--- src/rtl/fetch_unit_pkg.sv ---
// Shared types and constants for the instruction fetch stage.
package fetch_unit_pkg;

  localparam int unsigned XLEN = 16;

  localparam logic [XLEN-1:0] RESET_PC_DEFAULT = 16'h0000;

  typedef enum logic [1:0] {
    ISSUE = 2'd0,
    WAIT  = 2'd1,
    HOLD  = 2'd2,
    DRAIN = 2'd3
  } fetch_state_t;

  // Wraps modulo 2^XLEN; no carry is reported.
  function automatic logic [XLEN-1:0] pc_add(input logic [XLEN-1:0] a,
                                             input logic [XLEN-1:0] b);
    return a + b;
  endfunction

endpackage

--- src/rtl/fetch_buf.sv ---
// One-entry {instr, pc} register with valid; load beats drain, flush beats both.
module fetch_buf
  import fetch_unit_pkg::*;
(
  input  logic            clk,
  input  logic            rst_n,
  input  logic            i_load,
  input  logic            i_flush,
  input  logic            i_ready,
  input  logic [XLEN-1:0] i_instr,
  input  logic [XLEN-1:0] i_pc,
  output logic            o_valid,
  output logic [XLEN-1:0] o_instr,
  output logic [XLEN-1:0] o_pc
);

  logic            r_valid;
  logic [XLEN-1:0] r_instr;
  logic [XLEN-1:0] r_pc;

  always_ff @(posedge clk or negedge rst_n) begin
    if (!rst_n) begin
      r_valid <= 1'b0;
      r_instr <= '0;
      r_pc    <= '0;
    end else if (i_flush) begin
      r_valid <= 1'b0;
    end else if (i_load) begin
      r_valid <= 1'b1;
      r_instr <= i_instr;
      r_pc    <= i_pc;
    end else if (i_ready) begin
      r_valid <= 1'b0;
    end
  end

  assign o_valid = r_valid;
  assign o_instr = r_instr;
  assign o_pc    = r_pc;

endmodule

--- src/rtl/fetch_unit.sv ---
// Instruction fetch: PC register, single-outstanding memory request FSM,
// output buffer to decode and a hold slot for responses decode cannot take.
module fetch_unit
  import fetch_unit_pkg::*;
#(
  parameter logic [XLEN-1:0] RESET_PC = RESET_PC_DEFAULT,
  parameter logic [XLEN-1:0] PC_STEP  = 16'd1
) (
  input  logic            clk,
  input  logic            rst_n,
  output logic            imem_req,
  output logic [XLEN-1:0] imem_addr,
  input  logic            imem_valid,
  input  logic [XLEN-1:0] imem_rdata,
  input  logic            redirect_valid,
  input  logic [XLEN-1:0] redirect_pc,
  output logic            instr_valid,
  output logic [XLEN-1:0] instr,
  output logic [XLEN-1:0] instr_pc,
  input  logic            instr_ready,
  output logic [XLEN-1:0] PC
);

  fetch_state_t    r_state;
  fetch_state_t    w_state_nxt;
  logic [XLEN-1:0] r_pc;
  logic [XLEN-1:0] w_pc_nxt;

  logic            w_out_free;
  logic            w_resp_take;
  logic            w_out_load;
  logic            w_hold_load;
  logic            w_hold_take;
  logic            w_hold_valid;
  logic [XLEN-1:0] w_hold_instr;
  logic [XLEN-1:0] w_hold_pc;
  logic [XLEN-1:0] w_out_instr;
  logic [XLEN-1:0] w_out_pc;

  assign w_out_free  = !instr_valid || instr_ready;
  assign w_resp_take = (r_state == WAIT) && imem_valid && !redirect_valid;
  assign w_hold_load = w_resp_take && !w_out_free;
  assign w_hold_take = (r_state == HOLD) && instr_ready && w_hold_valid && !redirect_valid;
  assign w_out_load  = (w_resp_take && w_out_free) || w_hold_take;
  assign w_out_instr = w_hold_take ? w_hold_instr : imem_rdata;
  assign w_out_pc    = w_hold_take ? w_hold_pc : r_pc;

  // PC only advances once the instruction lands in the output buffer,
  // so the hold slot carries the not-yet-advanced PC.
  always_comb begin
    w_pc_nxt = r_pc;
    if (redirect_valid) begin
      w_pc_nxt = redirect_pc;
    end else if (w_out_load) begin
      w_pc_nxt = pc_add(r_pc, PC_STEP);
    end
  end

  always_comb begin
    w_state_nxt = r_state;
    unique case (r_state)
      ISSUE: w_state_nxt = redirect_valid ? ISSUE : WAIT;
      WAIT: begin
        if (redirect_valid) begin
          w_state_nxt = imem_valid ? ISSUE : DRAIN;
        end else if (imem_valid) begin
          w_state_nxt = w_out_free ? ISSUE : HOLD;
        end
      end
      HOLD: begin
        if (redirect_valid || w_hold_take) begin
          w_state_nxt = ISSUE;
        end
      end
      DRAIN: w_state_nxt = imem_valid ? ISSUE : DRAIN;
      default: w_state_nxt = ISSUE;
    endcase
  end

  always_ff @(posedge clk or negedge rst_n) begin
    if (!rst_n) begin
      r_state <= ISSUE;
      r_pc    <= RESET_PC;
    end else begin
      r_state <= w_state_nxt;
      r_pc    <= w_pc_nxt;
    end
  end

  fetch_buf u_out_buf (
    .clk     (clk),
    .rst_n   (rst_n),
    .i_load  (w_out_load),
    .i_flush (redirect_valid),
    .i_ready (instr_ready),
    .i_instr (w_out_instr),
    .i_pc    (w_out_pc),
    .o_valid (instr_valid),
    .o_instr (instr),
    .o_pc    (instr_pc)
  );

  fetch_buf u_hold_buf (
    .clk     (clk),
    .rst_n   (rst_n),
    .i_load  (w_hold_load),
    .i_flush (redirect_valid),
    .i_ready (w_hold_take),
    .i_instr (imem_rdata),
    .i_pc    (r_pc),
    .o_valid (w_hold_valid),
    .o_instr (w_hold_instr),
    .o_pc    (w_hold_pc)
  );

  // Reset state is ISSUE, so the strobe is gated to stay low during reset.
  assign imem_req  = rst_n && (r_state == ISSUE) && !redirect_valid;
  assign imem_addr = r_pc;
  assign PC        = r_pc;

endmodule
--- config.mk ---
export PLATFORM = sky130hd
export DESIGN_NAME = fetch_unit
export DESIGN_NICKNAME = d
export VERILOG_FILES = /design/src/rtl/fetch_unit_pkg.sv /design/src/rtl/fetch_buf.sv /design/src/rtl/fetch_unit.sv
export SDC_FILE = /design/constraint.sdc
export NUM_CORES = 1
export LEC_CHECK = 0
export CORE_ASPECT_RATIO = 1.4
export CORE_MARGIN = 2
export CORE_UTILIZATION = 49
export DETAILED_ROUTE_END_ITERATION = 12
export GPL_ROUTABILITY_DRIVEN = 0
export PLACE_DENSITY = 0.89
export SYNTH_ARGS = -nofsm -noshare
export SYNTH_HDL_FRONTEND = slang
export SYNTH_SLANG_ARGS = --single-unit
--- constraint.sdc ---
create_clock -name clk -period 2 [get_ports clk]
set_input_delay 0.3 -clock clk [delete_from_list [all_inputs] [get_ports clk]]
set_output_delay 0.3 -clock clk [all_outputs]
set_load 0.05 [all_outputs]
Word level (Yosys, flattened, before mapping)

Cells that the tools add are included.

Flip-flop bits (word level): 84
Latch bits: 0
Memory bits (writable): 0
ROM bits: 0
Output and inout port bits: 66
Logic and storage cells: 54
Memories: 0

Add/sub/neg operators: 1
$mul: 0
Div/mod/pow operators: 0
Order comparisons: 0
Equal/unequal tests: 5
Shift-type cells: 0
Multiplexer cells: 17
Bitwise gates (word level): 1
Reductions and logical operators: 22

Operator list:

| kind                                                                    | count |
|---|---|
| 16-bit 2-to-1 mux                                                       | 4 |
| 16-bit by 1-bit adder with 16-bit output, second input constant         | 1 |
| 2-bit 2-to-1 mux                                                        | 5 |
| 1-bit logical AND                                                       | 9 |
| 2-bit case mux with 4 select lines                                      | 1 |
| 1-bit 2-to-1 mux                                                        | 7 |
| 2-bit AND reduction                                                     | 3 |
| 3-bit nonzero test                                                      | 2 |
| 2-bit == test, second input constant                                    | 2 |
| 1-bit zero test                                                         | 3 |
| 1-bit logical OR                                                        | 3 |
| 3-bit inequality test, second input constant                            | 1 |
| 2-bit by 1-bit == test with 1-bit output, second input constant         | 1 |
| 2-bit zero test                                                         | 1 |
| 2-bit by 1-bit inequality test with 1-bit output, second input constant | 1 |
| 2-bit nonzero test                                                      | 1 |
| 1-bit NOT                                                               | 1 |

Depth between registers and ports, before layout

Gate-level depths: netlist of the first run.

Depth after elaboration: 7
Depth in mapped cells: 7
Mapped depth without buffers: 5

By module

From an unflattened synthesis of the first run, not the netlist that was laid out.

Cells, all modules: 329
Area, all modules: 4493.1 sq um

By module, submodules not included:

| module     | instances | cells each | area each (sq um) | seq. area each (sq um) |
|---|---|---|---|---|
| fetch_buf  | 2         | 73         | 1398.8            | 825.8 |
| fetch_unit | 1         | 183        | 1695.4            | 450.4 |

Worst setup path after synthesis of the first run

No wires, ideal clock.

Path kind: input to output
Start: input redirect_valid
End: output imem_req
Arrival: 2.315 ns
Data required time: 1.700 ns
Slack: -0.615 ns
Stages: 3
Buffers on the path: 2
Path through: clkbuf_1 > buf_1 > nor4b_1

Word-level cells in the longest chain between the ends: 2

Ends and longest elaborated chain:

| what               | line              | source |
|---|---|---|
| start: declaration | fetch_unit.sv:15  | `input logic redirect_valid,` |
| 1-bit zero test    | fetch_unit.sv:117 | `assign imem_req = rst_n && (r_state == ISSUE) && !redirect_valid;` |
| 1-bit logical AND  | fetch_unit.sv:117 |  |
| end: declaration   | fetch_unit.sv:11  | `output logic imem_req,` |

Every way passes these cells.

Final worst setup path of the first run

Start: register r_pc[10], in the netlist PC[10]
End: output PC[10]

RTL lines:

| what                     | line             | source |
|---|---|---|
| start: declaration       | fetch_unit.sv:26 | `logic [XLEN-1:0] r_pc;` |
| start signal: assignment | fetch_unit.sv:86 | `r_pc <= w_pc_nxt;` |
| end: declaration         | fetch_unit.sv:21 | `output logic [XLEN-1:0] PC` |

No word-level cell between the ends.

==> results of run 1 <==
==> where the power goes <==
group          leakage (nW)  total, W  switching, W  internal [W]
logic                  1.57   0.00357       0.00228       0.00129
registers              1.04   0.00263      0.000380       0.00225
clock network        0.0935   0.00116      0.000560      0.000604
==> worst register-to-register path: stages (launching register included) <==
cell and delay (ns):
dfrtp_2 0.47, nand4_1 0.15, or3_2 0.47, or4_1 0.53
a31oi_1 0.18
==> per-stage QoR <==
step,setup WS [ns],utilization [%]
6_report,0.03472,68.87
5_1_grt,-0.003080,68.87
4_1_cts,0.003181,68.42
3_5_place_dp,0.03757,66.13
3_3_place_gp,0.1103,66.13
2_1_floorplan,0.005443,-
==> metal layers <==
| metal | global-route usage, % | vias to the layer above |
|---|---|---|
| li1 | - | 1493 |
| met1 | 29.86 | 1585 |
| met2 | 39.62 | 123 |
| met3 | 3.664 | 20 |
| met4 | 11.26 | 0 |
| met5 | 0 | - |
==> cell usage in the layout (no fill, tap or decap), types with 2 or more instances in the layout <==
| master | n |
|---|---|
| clkbuf_8 | 10 |
| a21oi_1 | 51 |
| dfrtp_1 | 71 |
| clkdlybuf4s50_1 | 79 |
| o21ai_1 | 7 |
| inv_1 | 6 |
| nand2_1 | 14 |
| or3_2 | 2 |
| dfrtp_2 | 13 |
| nand4_1 | 3 |
| nor2_1 | 40 |
| buf_12 | 9 |
| mux2_2 | 27 |
| nor4_1 | 2 |
| or3_1 | 3 |
| buf_4 | 18 |
| o2bb2ai_1 | 2 |
| dlygate4sd2_1 | 4 |
| o31ai_1 | 6 |
| mux2i_1 | 34 |
| o21ai_0 | 9 |
| clkbuf_1 | 3 |
| nand3_1 | 6 |
| o22ai_1 | 6 |
| dlymetal6s2s_1 | 14 |
| nand2_2 | 2 |
==> how the worst min path moves through the flow <==
stage                     startpoint            endpoint  depth (start not counted)
after floorplan                rst_n               PC[0]                          0
after global placement         rst_n  u_out_buf.o_pc[14]                          2
after detailed placement       rst_n  u_out_buf.o_pc[12]                          2
after CTS                      rst_n  u_out_buf.o_pc[12]                          2
after global routing           rst_n  u_out_buf.o_pc[12]                          2
final                          rst_n  u_out_buf.o_pc[12]                          2
==> registers in the layout (all words and copies together), names as in the netlist <==
name and flops:
u_hold_buf.o_valid 1, u_out_buf.o_instr 16, PC 16, u_hold_buf.o_instr 16
u_hold_buf.o_pc 16, u_out_buf.o_pc 16, r_state 2, u_out_buf.o_valid 1
==> cell families (layout without fill, tap and decap cells) <==
group           count (synthesis)  in the layout  synth area share [%]
compound gates                 92             92                 13.46
flops                          84             84                 53.32
simple gates                   83             83                 10.19
mux                            61             61                 16.34
buf+inv                        47            146                 6.379
fa+ha+maj                       1              1                0.3173
==> area by class of cell <==
cell class	instances	area, um2
Inverter	7	26.28
Clock buffer	13	148.9
Sequential cell	84	2118
Multi-Input combinational cell	237	1600
Timing Repair Buffer	124	1316
Tap cell	100	125.1
Fill cell	587	2427
Clock inverter	2	35.03
==> timing repair <==
| action | in CTS | in global routing |
|---|---|---|
| hold buffers | 0 | 0 |
| setup endpoints to repair | 4 | 16 |
| resized for setup | 4 | 14 |
==> results.md, run 1 <==
- Status: finished with violations
- Failing checks: hold timing
- Synth top area share: between 50% and 60%
- Met3 routed wirelength: about 520 um
- Synth Net Count: about 410
- Mapped Cells: between 300 and 400
- Root buf cell: clkbuf_8
- Placed cell area: 5156 um2
- Crit path depth: 1
- Grt total ovfl: 0
- Total power: between 0.007 and 0.008 W
- Final Hold Fails: 7
- Total wire length: 9.878 mm
- Reg2reg path depth: 4
- Initial antenna violation count: 0
- Synth Flop Type: dfrtp_1
- Syn avg cell area: 10.71 um2
- Worst-path clk slew: ~0.08 ns
- Vias in the first global route: ~3100
- R2R setup slack: ~0.11 ns
- CTS tree: done
- Buffers added on ports: between 100 and 150
- Post CTS Setup Buffer Count: 0
- Area Overhead vs Synth: 36.21%
- WS Path Type: flop to output port
- Layout net count: between 500 and 600
- Die width: approximately 80 um
- GR Util All Layers: between 20% and 30%
- Area leader, netlist: dfrtp_1
- Vias per cell: ~5.7
- Synth Warn #: 0
- CP Data Required Time: 1.70 ns
- FF-to-FF Start: PC[10]
- Cell breakdown of the critical path: clkdlybuf4s50_1
- Final Critical Period: between 1.5 and 2 ns
- Crit. End Element: output port
- WL met2: 5.213 mm
- Yosys cell types: between 40 and 50
- Peak supply drop: between 0.7 and 0.8 mV
- Post-route cell area: 5370 um2
- Fmax: 508.8 MHz
- Dpl cells: between 500 and 600
- Ratio of cells with drive above 1 in the final layout: 18.84%
- Mapped Area: roughly 3900 um2
- Max-capacitance violation count: 0
- Count leader, synth: dfrtp_1
- Crit-path max FO: 8
- Total CTS buffers: 9
- Cell family with most CP delay: buffers and inverters
- Rows: 38
- Clk_skew: about 0.0052 ns
- Antenna-violating nets left: 0
- Seq cells post-synth: between 80 and 90
- Metal-1 WL: 3.888 mm
- Total Die Area: 8790 um2
- Ys async rst share: 100.0%
- Pwr dens: between 1000 and 1500 nW/um2
- Crit path launch: PC[10]
- Slowest CP cell: clkdlybuf4s50_1
- Clock sink total: between 80 and 90
- Commonest cells in the netlist: 84 x dfrtp_1, 51 x a21oi_1, 40 x nor2_1
- Worst setup SP type: flop
- Vias: 3221
- Worst-Margin Slew: between 0.5 and 0.6 ns
- Non-Filler Instances: between 500 and 600
- IO Pins: just over 100
- Slew Viols, Final: 0
- Largest net degree at the start of global routing: 85
- Max Root-Sink Buffers: 2
- Antenna cells: 0
- Drt initial violations: between 200 and 250
- CP peak stage delay: between 0.8 and 0.9 ns
- Crit path to: PC[10]
- Post-synth EDFFs: 0
- DRC viols: 0
- Initial Utilization: around half
- Slew headroom: 64.68%
- Worst EP arrival: ~1.7 ns
- First-pass GRT wire length: approximately 16 mm
- H-tree Lvls: 3
- Clk_lat worst skew: 0.35 ns
- Top routing layer used: met4
- Register area share after synthesis: 53.32%
- Mean routed wirelength per cell: between 15 and 20 um
- Final setup viols: 0
- Tcrit/Tclk final: 98.26%
- Core area: around 7800 um2
- DIE HEIGHT: ~110 um
- Hold WS: -0.01908 ns
- Leak: ~2.7 nW
- Pre-antenna DRT Iters: 5
- Min-delay worst type: input pin to asynchronous set/reset pin
- WP buf/inv: 1
- Crit Reg-Reg Endpoint: PC[15]
- Setup TNS: 0 ns
- Post-DP HPWL: approximately 6.8 mm
- Main area contributors after synthesis: dfrtp_1 53%, mux2i_1 8.6%, mux2_2 7.7%
Note: power is estimated with default switching activity, not from simulation.
==> run 2, diff against run 1 <==
- CORE_ASPECT_RATIO: 1.4 -> default
==> run 2 against run 1 <==
The run now ends clean. Sequential share of layout area is essentially flat. Utilization grew 0.19 points. Count of clock-buffer cells in the layout shrank 2. Power is essentially flat. Global-route usage shrank 0.64 points. Critical endpoint is now PC[15].
==> results.md, run 2 (synthesis results as in run 1) <==
- Status: finished, final reports clean
- Setup TNS: 0 ns
- Final Critical Period: between 1.5 and 2 ns
- CP peak stage delay: between 0.5 and 0.6 ns
- Worst setup SP type: flop
- Layout net count: 503
- Placed cell area: between 5000 and 6000 um2
- Die width: 93.70 um
- Slew Viols, Final: 0
- Commonest non-fill, non-tap cell in the layout: clkdlybuf4s50_1
- Grt total ovfl: 0
- Ratio of cells with drive above 1 in the final layout: just under 20%
- Pwr dens: around 1400 nW/um2
- Initial Utilization: about half
- Core area: 7767 um2
- M2 GR Usage: between 30% and 40%
- Peak supply drop: ~1.0 mV
- H-tree Lvls: 3
- Vias in the first global route: about 3200
- WS Path Type: flop to flop
- RSZ-0062 raised after global routing: false
- Final Hold Fails: 0
- Vias: between 3000 and 4000
- Slowest CP cell: or4_1
- Fmax: approximately 500 MHz
- Clk_lat worst skew: between 0.3 and 0.4 ns
- Min-delay worst type: input pin to asynchronous set/reset pin
- Switching Share: 44.05%
- Clock sink total: 84
- Crit. End Element: flop
- Buffers added on ports: approximately 100
- Final setup viols: 0
- Clk pwr share: ~16%
- DIE HEIGHT: around 94 um
- Pre-antenna DRT Iters: 5
- CTS tree: done
- Antenna cells: 0
- Cell breakdown of the critical path: nand4_1 -> or3_2 -> or4_1 -> a31oi_1
- First-pass GRT wire length: 15.65 mm
- Cell family with most CP delay: simple AND/OR/NAND/NOR gates
- Crit-path max FO: 8
- Post-DP HPWL: approximately 6.8 mm
- Tcrit/Tclk final: 99.58%
- Dpl cells: 556
- WP buf/inv: 0
- Vias per cell: approximately 5.7
- Largest net degree at the start of global routing: 85
- Worst-path clk slew: approximately 0.080 ns
- Post-route cell area: around 5400 um2
- Max Root-Sink Buffers: 2
- IO Pins: 103
- Final core occ: between 60% and 70%
- Worst-Margin Slew: 0.5310 ns
- Share of power burned in registers: approximately 36%
- Worst EP arrival: ~2.3 ns
- Internal power: ~0.0041 W
- M1 GR Usage: between 20% and 30%
- GR Util met3: 3.772%
- Slew headroom: 64.54%
- Initial antenna violation count: 0
- Total Die Area: between 8000 and 9000 um2
- Total CTS buffers: 9
- NetSw: ~0.0032 W
- Rows: 32
- Max-capacitance violation count: 0
- Drt initial violations: approximately 140
- Antenna-violating nets left: 0
- Total wire length: slightly below 10 mm
- GR Util All Layers: a little under a quarter
- Commonest cells after routing, fill and taps aside: 84 x clkdlybuf4s50_1, 71 x dfrtp_1, 51 x a21oi_1
- Area Overhead vs Synth: 36.05%
- Root buf cell: clkbuf_8
- CP Data Required Time: ~2.3 ns
- Non-Filler Instances: between 500 and 600
- Gate power share: between 40% and 50%
- GRT busiest layer: met2
- Total power: about 0.0074 W
- Clk_skew: slightly above 0.009 ns
- DRC viols: 0
- Leak: between 2 and 3 nW
- Mean routed wirelength per cell: 16.96 um
-- run 2: changes by cell type in the layout (fill, tap and decap cells not counted), sizes merged --
cell and change:
dlymetal6s2s -4, clkinv +1, clkinvlp +2, clkbuf -2
buf +2, dlygate4sd2 -1, clkdlybuf4s50 +5
-- run 2: power by group through the flow --
stage	Clock (W)	Sequential, W	Combinational [W]
after floorplan	0	0.00397	0.00102
final	0.00120	0.00263	0.00355
after global placement	0	0.00262	0.00350
after global routing	0.00129	0.00271	0.00373
after CTS	0.00122	0.00263	0.00358
after detailed placement	0	0.00266	0.00358
-- run 2: final cells by class --
cell class	instances	area, um2
Timing Repair Buffer	126	1297
Fill cell	564	2404
Sequential cell	84	2118
Clock buffer	11	131.4
Clock inverter	5	62.56
Multi-Input combinational cell	237	1600
Inverter	7	26.28
Tap cell	102	127.6
-- run 2: what timing repair did --
item | in CTS | in global routing
endpoints found under the setup margin | 3 | 10
resized for setup | 3 | 10
setup buffers | 0 | 0
endpoints found under the hold margin | 0 | 0
hold buffers | 0 | 0
-- run 2: worst reg2reg max path, delay by kind of cell, from the launching register on --
kind	cells	cell delay, ns
compound gates	1	0.24
flops	1	0.47
simple gates	3	1.18
-- run 2: worst paths after layout --
path,slack (ns),cells after the start,startpoint,to
worst max-delay path,0.008,4,PC[10],PC[15]
worst min-delay path,0.004,2,rst_n,u_out_buf.o_pc[10]
worst max register to register,0.008,4,PC[10],PC[15]
worst min register to register,0.49,2,u_hold_buf.o_pc[9],u_hold_buf.o_pc[9]
max in group asynchronous,1.63,2,rst_n,PC[8]
min in group clk,0.49,2,u_hold_buf.o_pc[9],u_hold_buf.o_pc[9]
-- run 2: layer usage --
metal	share of wire, %	wire length, um
met3	5.2	500
met2	50	4808
met4	2.5	243
met5	0	0
met1	43	4149
-- run 2: through the flow --
step,worst slack [ns],hold slack [ns]
2_1_floorplan,0.005443,0.004409
3_3_place_gp,0.1215,0.3961
3_5_place_dp,-0.001112,0.3981
4_1_cts,0.005398,0.01445
5_1_grt,0.002851,0.03220
6_report,0.008409,0.004076
==> run 3, diff against run 2 <==
- CAP_MARGIN: default -> 20
- CORE_UTILIZATION: 49 -> 51
- PLACE_DENSITY: 0.89 -> 0.9
- SYNTH_HIERARCHICAL: default -> 1
==> run 3 against run 2 <==
Clock power up 6%. First-iteration DRC count down 1.4%. Critical path type is now input pin to flop. Clock skew up 0.0062 ns. Area after synthesis up 14%. Sequential share of layout area down 3.6 points. Synthesized cell count down 11%. Count of clock-buffer cells in the layout down 2. Critical path depth up 5. Power down 4.6%. Utilization down 1.2 points. Critical endpoint is now u_out_buf/o_pc[3].
==> results.md, run 3 <==
- Count leader, synth: dfrtp_1
- Clock sink total: 84
- CTS tree: done
- Non-Filler Instances: roughly 550
- Leak: around 2.7 nW
- Crit-path max FO: 12
- IO Pins: around 100
- WS Path Type: input pin to flop
- Fillers: around 600
- Worst-Margin Slew: between 0.5 and 0.6 ns
- Area Overhead vs Synth: 30.41%
- Antenna cells: 0
- First-pass GRT wire length: between 15 and 20 mm
- Buffers added on ports: around 100
- Final setup viols: 0
- Pre-antenna DRT Iters: 4
- Peak supply drop: about 0.62 mV
- Vias per cell: about 5.6
- Antenna-violating nets left: 0
- Mean routed wirelength per cell: between 15 and 20 um
- Final Hold Fails: 0
- Min-delay worst type: input pin to asynchronous set/reset pin
- Register area share after synthesis: between 40% and 50%
- Area leader, netlist: dfrtp_1
- Worst-path clk slew: roughly 0.09 ns
- Tcrit/Tclk final: around 97%
- Total CTS buffers: 9
- Crit. End Element: flop
- Dpl cells: 526
- Final Critical Period: approximately 1.9 ns
- Dpl ws: -0.2725 ns
- Clk_lat worst skew: 0.36 ns
- DIE HEIGHT: 97.86 um
- Total Die Area: about 9600 um2
- Vias: about 3100
- Slew headroom: ~62%
- CP Data Required Time: ~2.2 ns
- Synth Warn #: 6
- Main area contributors after synthesis: dfrtp_1 47%, mux2_4 20%, mux2_2 9.0%
- Max Root-Sink Buffers: 2
- Pwr dens: 1201 nW/um2
- Ys async rst share: 100.0%
- Max-capacitance violation count: 0
- Commonest non-fill, non-tap cell in the layout: dfrtp_1
- RSZ-0062 raised after global routing: false
- Slew Viols, Final: 0
- Final WS setup: about 0.058 ns
- Mapped Cells: ~330
- Worst EP arrival: around 2.2 ns
- Die width: roughly 100 um
- Synth Net Count: 367
- GR Util All Layers: 21.51%
- Layout net count: approximately 470
- Fmax: 514.9 MHz
- H-tree Lvls: 3
- Mapped Area: between 4000 and 5000 um2
- Commonest cells in the netlist: 84 x dfrtp_1, 60 x mux2_4, 36 x mux2_2
- Worst setup SP type: input pin
- Synth Flop Type: dfrtp_1
- Final core occ: 67.85%
- Clk_skew: between 0.015 and 0.02 ns
- Syn avg cell area: about 14 um2
- Total wire length: between 10 and 15 mm
- Initial Utilization: between 50% and 60%
- Post-DP HPWL: 6.726 mm
- Total power: approximately 0.007 W
- Status: finished, final reports clean
- Grt total ovfl: 0
- Drt initial violations: roughly 140
- Seq cells post-synth: 84
- DRC viols: 0
- Initial antenna violation count: 0
- Commonest cells after routing, fill and taps aside: 81 x dfrtp_1, 69 x clkdlybuf4s50_1, 60 x mux2_4
- Ratio of cells with drive above 1 in the final layout: between 30% and 40%
- Yosys cell types: 47
- Synth top area share: between 40% and 50%
- Root buf cell: clkbuf_8
- Rows: 34
- Post-synth EDFFs: 0
- Largest net degree at the start of global routing: 85
- Vias in the first global route: 3115
- Core area: ~8600 um2
## run 3: logic make-up (layout without fill, tap and decap cells)
family                   count (synthesis)  in the layout  share of synthesized area, %
multiplexers                            97             97                         29.30
flip-flops                              84             84                         46.78
XOR/XNOR                                 2              2                        0.3899
AO/OA/AOI/OAI                           39             39                         6.544
adder cells (fa/ha/maj)                  1              1                        0.2784
buffers and inverters                   44            156                         8.438
AND/OR/NAND/NOR                         62             62                         8.271
## run 3: layout make-up
class                   instances  area [um2]  area share, %
repair buffers                132        1356          23.15
clock buffers                   9       123.9          2.114
clock inverters                 7       82.58          1.409
well taps                     108       135.1          2.306
flip-flops and latches         84        2106          35.94
multi-input cells             201        2026          34.57
inverters                       8       30.03         0.5125
## run 3: metrics by stage
stage / cell area (um2) / hold WS, ns / TNS, ns
floorplan: 4517 / 0.004409 / 0
global placement: 5538 / 0.4088 / -13.55
detailed placement: 5538 / 0.4163 / -15.05
CTS: 5731 / 0.02390 / 0
global route: 5859 / 0.03810 / 0
finish: 5859 / 0.004685 / 0
## run 3: worst paths after layout
check,start,end,slack (ns),depth (start not counted)
worst max register to register,r_state[1],u_out_buf/o_pc[3],0.07,8
min in group clk,redirect_pc[10],PC[10],0.51,3
max in group asynchronous,rst_n,PC[2],1.62,2
worst min-delay path,rst_n,u_out_buf/o_pc[13],0.005,2
worst max-delay path,redirect_valid,u_out_buf/o_pc[3],0.06,9
worst min register to register,u_hold_buf/o_instr[14],u_hold_buf/o_instr[14],0.51,1
## run 3: what timing repair did
| action | 4_1_cts | 5_1_grt |
|---|---|---|
| setup endpoints to repair | 17 | 29 |
| setup buffers | 0 | 5 |
| pin swaps | 0 | 1 |
| hold endpoints to repair | 0 | 0 |
| gates resized for setup | 17 | 12 |
| cloned | 0 | 2 |
| hold buffers | 0 | 0 |
## run 3: layer usage
metal	vias to the layer above	global-route usage (%)	wire length (um)
met1	1568	28.97	4463
li1	1398	-	-
met5	-	0	0
met4	0	8.440	237
met2	110	34.98	5147
met3	20	3.579	558
## run 3: power by group
group          switching, W  internal, W  leakage (nW)
Clock              0.000673     0.000599        0.0988
Combinational       0.00197      0.00136          1.51
Sequential         0.000321      0.00211          1.07
Total               0.00296      0.00407          2.68
## run 3: worst max-delay path, stage by stage
cell and delay [ns]:
clkdlybuf4s50_1 0.51, and4bb_2 0.28, buf_4 0.14, a2bb2oi_2 0.16, inv_2 0.05, nor2b_4 0.14
buf_12 0.13, clkbuf_16 0.18, mux2_4 0.30
